--- src/rtl/col_ro_pkg.sv ---
// Shared defaults and packet layout for the column readout arbiter.
// Optional round-robin arbitration is selected with COL_RR_ARB_EN.
package col_ro_pkg;

  localparam int DEF_N_SP   = 2;
  localparam int DEF_DATA_W = 25;
  localparam int PKT_CNT_W  = 16;
  localparam int MAX_ADDR_W = 4;

  // Packet layout at default payload width; addr sized for the largest column.
  typedef struct packed {
    logic [MAX_ADDR_W-1:0] addr;
    logic [DEF_DATA_W-1:0] payload;
  } col_pkt_t;

endpackage

--- src/rtl/col_ro_fifo.sv ---
// Synchronous FIFO with level output; a push into a full FIFO is accepted when a pop happens at the same edge.
// When empty, head_data keeps showing the last head value (0 after reset).
module col_ro_fifo #(
  parameter int WIDTH = 27,
  parameter int DEPTH = 4
) (
  input  logic                     clk,
  input  logic                     rst_n,
  input  logic                     clr,
  input  logic                     push,
  input  logic [WIDTH-1:0]         push_data,
  input  logic                     pop,
  output logic [WIDTH-1:0]         head_data,
  output logic                     head_valid,
  output logic                     full,
  output logic [$clog2(DEPTH):0]   level
);

  localparam int PTR_W = $clog2(DEPTH);
  localparam int LVL_W = PTR_W + 1;

  logic [WIDTH-1:0] mem [DEPTH];
  logic [PTR_W-1:0] rd_ptr;
  logic [PTR_W-1:0] wr_ptr;
  logic [WIDTH-1:0] hold_q;
  logic             do_push;
  logic             do_pop;

  assign head_valid = (level != '0);
  assign full       = (level == LVL_W'(DEPTH));
  assign do_pop     = pop && head_valid && !clr;
  assign do_push    = push && (!full || do_pop) && !clr;
  assign head_data  = head_valid ? mem[rd_ptr] : hold_q;

  always_ff @(posedge clk or negedge rst_n) begin
    if (!rst_n) begin
      rd_ptr <= '0;
      wr_ptr <= '0;
      level  <= '0;
      hold_q <= '0;
      for (int i = 0; i < DEPTH; i++) begin
        mem[i] <= '0;
      end
    end else if (clr) begin
      rd_ptr <= '0;
      wr_ptr <= '0;
      level  <= '0;
    end else begin
      if (head_valid) begin
        hold_q <= mem[rd_ptr];
      end
      if (do_push) begin
        mem[wr_ptr] <= push_data;
        wr_ptr      <= wr_ptr + PTR_W'(1);
      end
      if (do_pop) begin
        rd_ptr <= rd_ptr + PTR_W'(1);
      end
      unique case ({do_push, do_pop})
        2'b10:   level <= level + LVL_W'(1);
        2'b01:   level <= level - LVL_W'(1);
        default: level <= level;
      endcase
    end
  end

endmodule

--- src/rtl/column_readout_arbiter.sv ---
// Arbitrates N_SP super-pixel packets into an output FIFO tagged with super-pixel address; counts delivered packets.
// Fixed lowest-index priority by default, round-robin when COL_RR_ARB_EN is defined.
module column_readout_arbiter
  import col_ro_pkg::*;
#(
  parameter  int N_SP       = DEF_N_SP,
  parameter  int DATA_W     = DEF_DATA_W,
  parameter  int FIFO_DEPTH = 4,
  localparam int ADDR_W     = $clog2(N_SP),
  localparam int LVL_W      = $clog2(FIFO_DEPTH) + 1
) (
  input  logic                     clk_40MHz,
  input  logic                     rst_n,
  input  logic                     clr,
  input  logic [N_SP-1:0]          sp_valid,
  input  logic [N_SP*DATA_W-1:0]   sp_data,
  output logic [N_SP-1:0]          sp_ack,
  output logic                     col_valid,
  input  logic                     col_ready,
  output logic [ADDR_W+DATA_W-1:0] col_data,
  output logic [LVL_W-1:0]         fifo_level,
  output logic [PKT_CNT_W-1:0]     pkt_cnt
);

  typedef struct packed {
    logic [ADDR_W-1:0] addr;
    logic [DATA_W-1:0] payload;
  } pkt_t;

  logic [N_SP-1:0]   req;
  logic [DATA_W-1:0] slot_data [N_SP];
  logic              pop;
  logic              push;
  logic              fifo_full;
  logic [ADDR_W-1:0] gnt_idx;
  logic              gnt_found;
  pkt_t              wr_pkt;

  for (genvar i = 0; i < N_SP; i++) begin : g_unpack
    assign slot_data[i] = sp_data[i*DATA_W +: DATA_W];
  end

  // Requests are masked during clear and while reset is asserted so no ack escapes.
  assign req  = (clr || !rst_n) ? '0 : sp_valid;
  assign pop  = col_valid && col_ready;
  assign push = gnt_found && (!fifo_full || pop);

`ifdef COL_RR_ARB_EN
  logic [ADDR_W-1:0] rr_ptr;
  logic [ADDR_W:0]   cand;

  always_comb begin
    gnt_idx   = '0;
    gnt_found = 1'b0;
    cand      = '0;
    for (int k = 0; k < N_SP; k++) begin
      cand = {1'b0, rr_ptr} + (ADDR_W+1)'(k);
      if (cand >= (ADDR_W+1)'(N_SP)) begin
        cand = cand - (ADDR_W+1)'(N_SP);
      end
      if (!gnt_found && req[cand[ADDR_W-1:0]]) begin
        gnt_found = 1'b1;
        gnt_idx   = cand[ADDR_W-1:0];
      end
    end
  end

  always_ff @(posedge clk_40MHz or negedge rst_n) begin
    if (!rst_n) begin
      rr_ptr <= '0;
    end else if (clr) begin
      rr_ptr <= '0;
    end else if (push) begin
      rr_ptr <= (gnt_idx == ADDR_W'(N_SP-1)) ? '0 : gnt_idx + ADDR_W'(1);
    end
  end
`else
  // Scan downward so the lowest requesting index is the last one written.
  always_comb begin
    gnt_idx   = '0;
    gnt_found = 1'b0;
    for (int k = N_SP-1; k >= 0; k--) begin
      if (req[k]) begin
        gnt_found = 1'b1;
        gnt_idx   = ADDR_W'(k);
      end
    end
  end
`endif

  always_comb begin
    sp_ack = '0;
    if (push) begin
      sp_ack[gnt_idx] = 1'b1;
    end
  end

  assign wr_pkt = '{addr: gnt_idx, payload: slot_data[gnt_idx]};

  col_ro_fifo #(
    .WIDTH (ADDR_W + DATA_W),
    .DEPTH (FIFO_DEPTH)
  ) u_fifo (
    .clk        (clk_40MHz),
    .rst_n      (rst_n),
    .clr        (clr),
    .push       (push),
    .push_data  (wr_pkt),
    .pop        (pop),
    .head_data  (col_data),
    .head_valid (col_valid),
    .full       (fifo_full),
    .level      (fifo_level)
  );

  always_ff @(posedge clk_40MHz or negedge rst_n) begin
    if (!rst_n) begin
      pkt_cnt <= '0;
    end else if (clr) begin
      pkt_cnt <= '0;
    end else if (pop && (pkt_cnt != '1)) begin
      pkt_cnt <= pkt_cnt + PKT_CNT_W'(1);
    end
  end

endmodule

--- config.mk ---
export PLATFORM = sky130hd
export DESIGN_NAME = column_readout_arbiter
export DESIGN_NICKNAME = d
export VERILOG_FILES = /design/src/rtl/col_ro_pkg.sv /design/src/rtl/col_ro_fifo.sv /design/src/rtl/column_readout_arbiter.sv
export SDC_FILE = /design/constraint.sdc
export NUM_CORES = 1
export LEC_CHECK = 0
export CORE_AREA = 2 2 166 103
export DETAILED_ROUTE_END_ITERATION = 6
export DIE_AREA = 0 0 168 105
export PLACE_DENSITY = 0.8
export SYNTH_ARGS = -nofsm -noshare
export SYNTH_HDL_FRONTEND = slang
export SYNTH_HIERARCHICAL = 1
export SYNTH_SLANG_ARGS = --single-unit
--- constraint.sdc ---
create_clock -name clk_40MHz -period 3.2 [get_ports clk_40MHz]
set_input_delay 0.96 -clock clk_40MHz [delete_from_list [all_inputs] [get_ports clk_40MHz]]
set_output_delay 0.96 -clock clk_40MHz [all_outputs]
set_load 0.02 [all_outputs]
==> summary by stage <==
Timing
Setup violations remaining at the end of the flow were counted as 0. At the pin with the least slew margin, the transition time is 0.839 ns. For the finished layout, the period the worst path requires is between 3 and 4 ns. The number of slew-limit violations in the final report was 0. Timing would allow up to 0.316 GHz.

The maximum clock skew at final layout is 0.0114 ns. In this run the tightest slew margin relative to its limit is between 40% and 50%. The hold violation count in the final report came to 0. The setup total negative slack is 0 ns. The period utilization is between 90% and 100%.

Synthesis
The total number of yosys warnings is 6. The netlist area before placement is 8070 sq um. Counting distinct cell types in the post-synthesis netlist gives 47. The sequential cell area fraction in the yosys report is 47.4%. Of all flip-flops after synthesis, the portion carrying an async set or reset was 100%. The leading register cell type out of synthesis is dfrtp_1. The average size of a mapped cell is between 10 and 15 sq um. Synthesis produced 539 cells.

The total of flip-flops plus latches after synthesis is roughly 150. Synthesis produced a netlist with a net count of 601. The number of enable-type register cells in the synthesized netlist is 0.

Global routing
The number of antenna violations at the first check in global routing was 0. The global-route congestion overflow total is 0. The via count of the first global-routing pass is 5488. The first-pass GRT wire length is approximately 30000 um. The pin count of the biggest net entering global routing is 154.

The total global routing track utilization is 21.8%.

Floorplanning
The region available for standard cell placement spans approximately 16000 sq um. The effective utilization at floorplan is around 50%. The top-level port count is 104. The floorplan step defined a die boundary enclosing 17600 sq um. The height of the die is approximately 110 um. The count of standard-cell rows is 36.

The horizontal die dimension is 168 um.

Route
The routed wire length per instance is 21.3 um. The number of antenna-violating nets in the routed design is 0. After detailed routing, the number of vias per cell comes to 5.78. The aggregate routed wire length is 19200 um. The detailed-route DRC error count is 0. The first-iteration detailed-routing DRC count is 419. Before antenna repair, the detailed router went through 5 iterations. The detailed-route via count is 5193.

Finish
At the end of the flow, the number of nets in the layout was 739. Leaving out filler cells and counting taps, the final layout contains 899. The library cells used most frequently in the layout, excluding fill and tap cells, are 152 x dfrtp_1, 104 x mux2_2, 80 x mux2_4, 74 x clkdlybuf4s50_1, 31 x buf_4. The layout overhead on the synthesized area is 26.6%. The leading cell type in the layout, fill and taps excluded is dfrtp_1. After filler insertion, the fill cell instance count of the layout stands at 1087. The number of antenna cells inserted is 0. The layout cell share with drive strength beyond 1 is about 48%.

Power
Of the total power, the clock network draws between 30% and 40%. For this design the ratio of total power to cell area is 597 nW/um^2. The reported net switching power is 1.78 mW. The fraction of power spent switching nets is 29.1%. Combinational logic is responsible for 25.2% of the overall power. In this run, flip-flops and latches consume 40.7% of the power. The internal power of the cells totals about 4.3 mW.

The worst voltage drop across the vdd grid is 0.388 mV. In this run the static leakage power is between 4 and 5 nW.

Placed design
At the end of routability-driven placement, the weighted congestion stood at ~0.85. The total half-perimeter wirelength after legalization and detailed placement is 11800 um. Including well taps, the total number of placed cells is about 850.

The port buffer count is 103.

CTS
The root buffer cell is clkbuf_16. Buffers inserted to repair hold after CTS numbered 0. The clock sink total is 153. Counting the buffers created by CTS gives 17. The clock edge transition at the registers on the reported setup and hold paths is 0.06 ns. TritonCTS built the clock tree. The later pin in the worst-skew pair is clocked with a latency of roughly 0.42 ns. The maximum buffer depth of the clock tree is 2. The maximum level of the CTS H-tree is 4.

Min path
Along the worst hold path, the cell count comes to 1. The path category of the worst min-delay check is reg -> reg.

Critical path
The number of cells on the worst reg-to-reg path is 13. By startpoint and endpoint, the worst setup path is classified as reg -> out. The data arrival time of the worst path is between 2 and 2.5 ns. The capturing element type of the critical path is an output port.

At the worst endpoint, the required time is 2.24 ns. The largest fanout on the critical path is 7. The startpoint class of the critical path is a flip-flop.

Outcome
The run finished with clean final reports.

Run
The number of max-cap violations is 0.
-- what timing repair did --
item	CTS	global route
pin swaps	0	1
setup endpoints to repair	29	27
gates cloned	1	2
gates resized for setup	41	39
buffers inserted	0	11
-- metal layers --
metal | wire length, um | part of all wire (%) | up-vias | global-route usage [%]
met5 | 0 | 0 | - | 0
met4 | 202 | 1.1 | 0 | 4.47
met3 | 807 | 4.2 | 19 | 4.96
met2 | 9620 | 50 | 153 | 37.3
met1 | 8550 | 45 | 2732 | 28.7
li1 | - | - | 2289 | -
-- flip-flops by register name, summed over array words and instances (netlist names) --
name,flops
u_fifo/mem,104
u_fifo/hold_q,26
pkt_cnt,16
u_fifo/level,3
u_fifo/rd_ptr,2
u_fifo/wr_ptr,2
-- cells by family (layout without fill, tap and decap cells) --
family                     Yosys count  count (layout)  share of synthesized area [%]
buffers and inverters               45             196                           4.37
muxes                              215             215                           37.3
DFF                                153             153                           47.4
and+or+nand+nor                     76              76                           6.42
AOI/OAI and AO/OA                   42              42                           3.22
adders and majority gates            6               6                           1.02
xor gates and xnor gates             2               2                          0.217
-- Yosys cell counts, types with 4 or more instances --
| cell type | n | share of area (%) |
|---|---|---|
| buf_6 | 5 | 0.70 |
| mux2_2 | 104 | 15 |
| nand2_1 | 4 | 0.19 |
| o31ai_1 | 5 | 0.47 |
| or4_1 | 5 | 0.47 |
| a21oi_1 | 19 | 1.2 |
| buf_2 | 13 | 0.81 |
| nand2b_1 | 4 | 0.31 |
| or3_1 | 4 | 0.31 |
| clkbuf_1 | 8 | 0.37 |
| ha_1 | 5 | 0.78 |
| inv_1 | 11 | 0.51 |
| nand3_4 | 4 | 0.87 |
| nor2b_1 | 5 | 0.39 |
| nand4_1 | 7 | 0.54 |
| dfrtp_1 | 153 | 47 |
| o21ai_0 | 7 | 0.43 |
| buf_12 | 8 | 2.0 |
| and4_1 | 4 | 0.43 |
| nor2_1 | 14 | 0.65 |
| mux2_4 | 80 | 15 |
| mux4_2 | 26 | 7.3 |
| and2_1 | 4 | 0.31 |
| nand3_1 | 9 | 0.56 |
-- final cells by class --
type | count | area [sq um] | area share [%]
flip-flops and latches | 153 | 3830 | 37.5
clock inverters | 15 | 181 | 1.77
multi-input cells | 341 | 3920 | 38.3
clock buffers | 17 | 425 | 4.16
repair buffers | 153 | 1560 | 15.3
inverters | 11 | 41.3 | 0.404
well taps | 209 | 262 | 2.56
-- stage by stage --
stage | setup slack [ns] | instance area, sq um | total power [mW] | hold slack [ns] | utilization (%)
after floorplan | 0.0575 | 8080 | 3.49 | 0.474 | -
after global placement | -0.279 | 9510 | 4.07 | 0.482 | 59.5
after detailed placement | -0.432 | 9510 | 4.16 | 0.489 | 59.5
after CTS | -0.0391 | 10100 | 6.12 | 0.506 | 63.3
after global routing | -0.0102 | 10200 | 6.38 | 0.516 | 63.9
final | 0.0380 | 10200 | 6.10 | 0.505 | 63.9
-- worst paths after layout --
kind                                   endpoint             start  slack [ns]
worst min register to register   u_fifo/mem[26]    u_fifo/mem[26]        0.51
worst max-delay path               col_data[21]  u_fifo/rd_ptr[0]        0.04
max in group asynchronous        u_fifo/mem[60]             rst_n        1.91
worst min-delay path             u_fifo/mem[26]    u_fifo/mem[26]        0.51
worst max register to register  u_fifo/level[1]   u_fifo/level[2]        0.34
min in group asynchronous       u_fifo/level[0]             rst_n        0.64
-- critical path, stage by stage, from the launching register on --
cell	delay [ns]
dfrtp_2	0.49
clkbuf_16	0.21
mux4_2	0.51
mux2_2	0.28
clkdlybuf4s15_1	0.30
-- power by group through the flow --
| stage | clock network [mW] | logic [mW] | registers (mW) |
|---|---|---|---|
| 2_1_floorplan | 0 | 1.05 | 2.43 |
| 3_3_place_gp | 0 | 1.61 | 2.46 |
| 3_5_place_dp | 0 | 1.66 | 2.50 |
| 4_1_cts | 2.09 | 1.56 | 2.47 |
| 5_1_grt | 2.21 | 1.64 | 2.52 |
| 6_report | 2.08 | 1.54 | 2.48 |
Note: power is estimated with default switching activity, not from simulation.
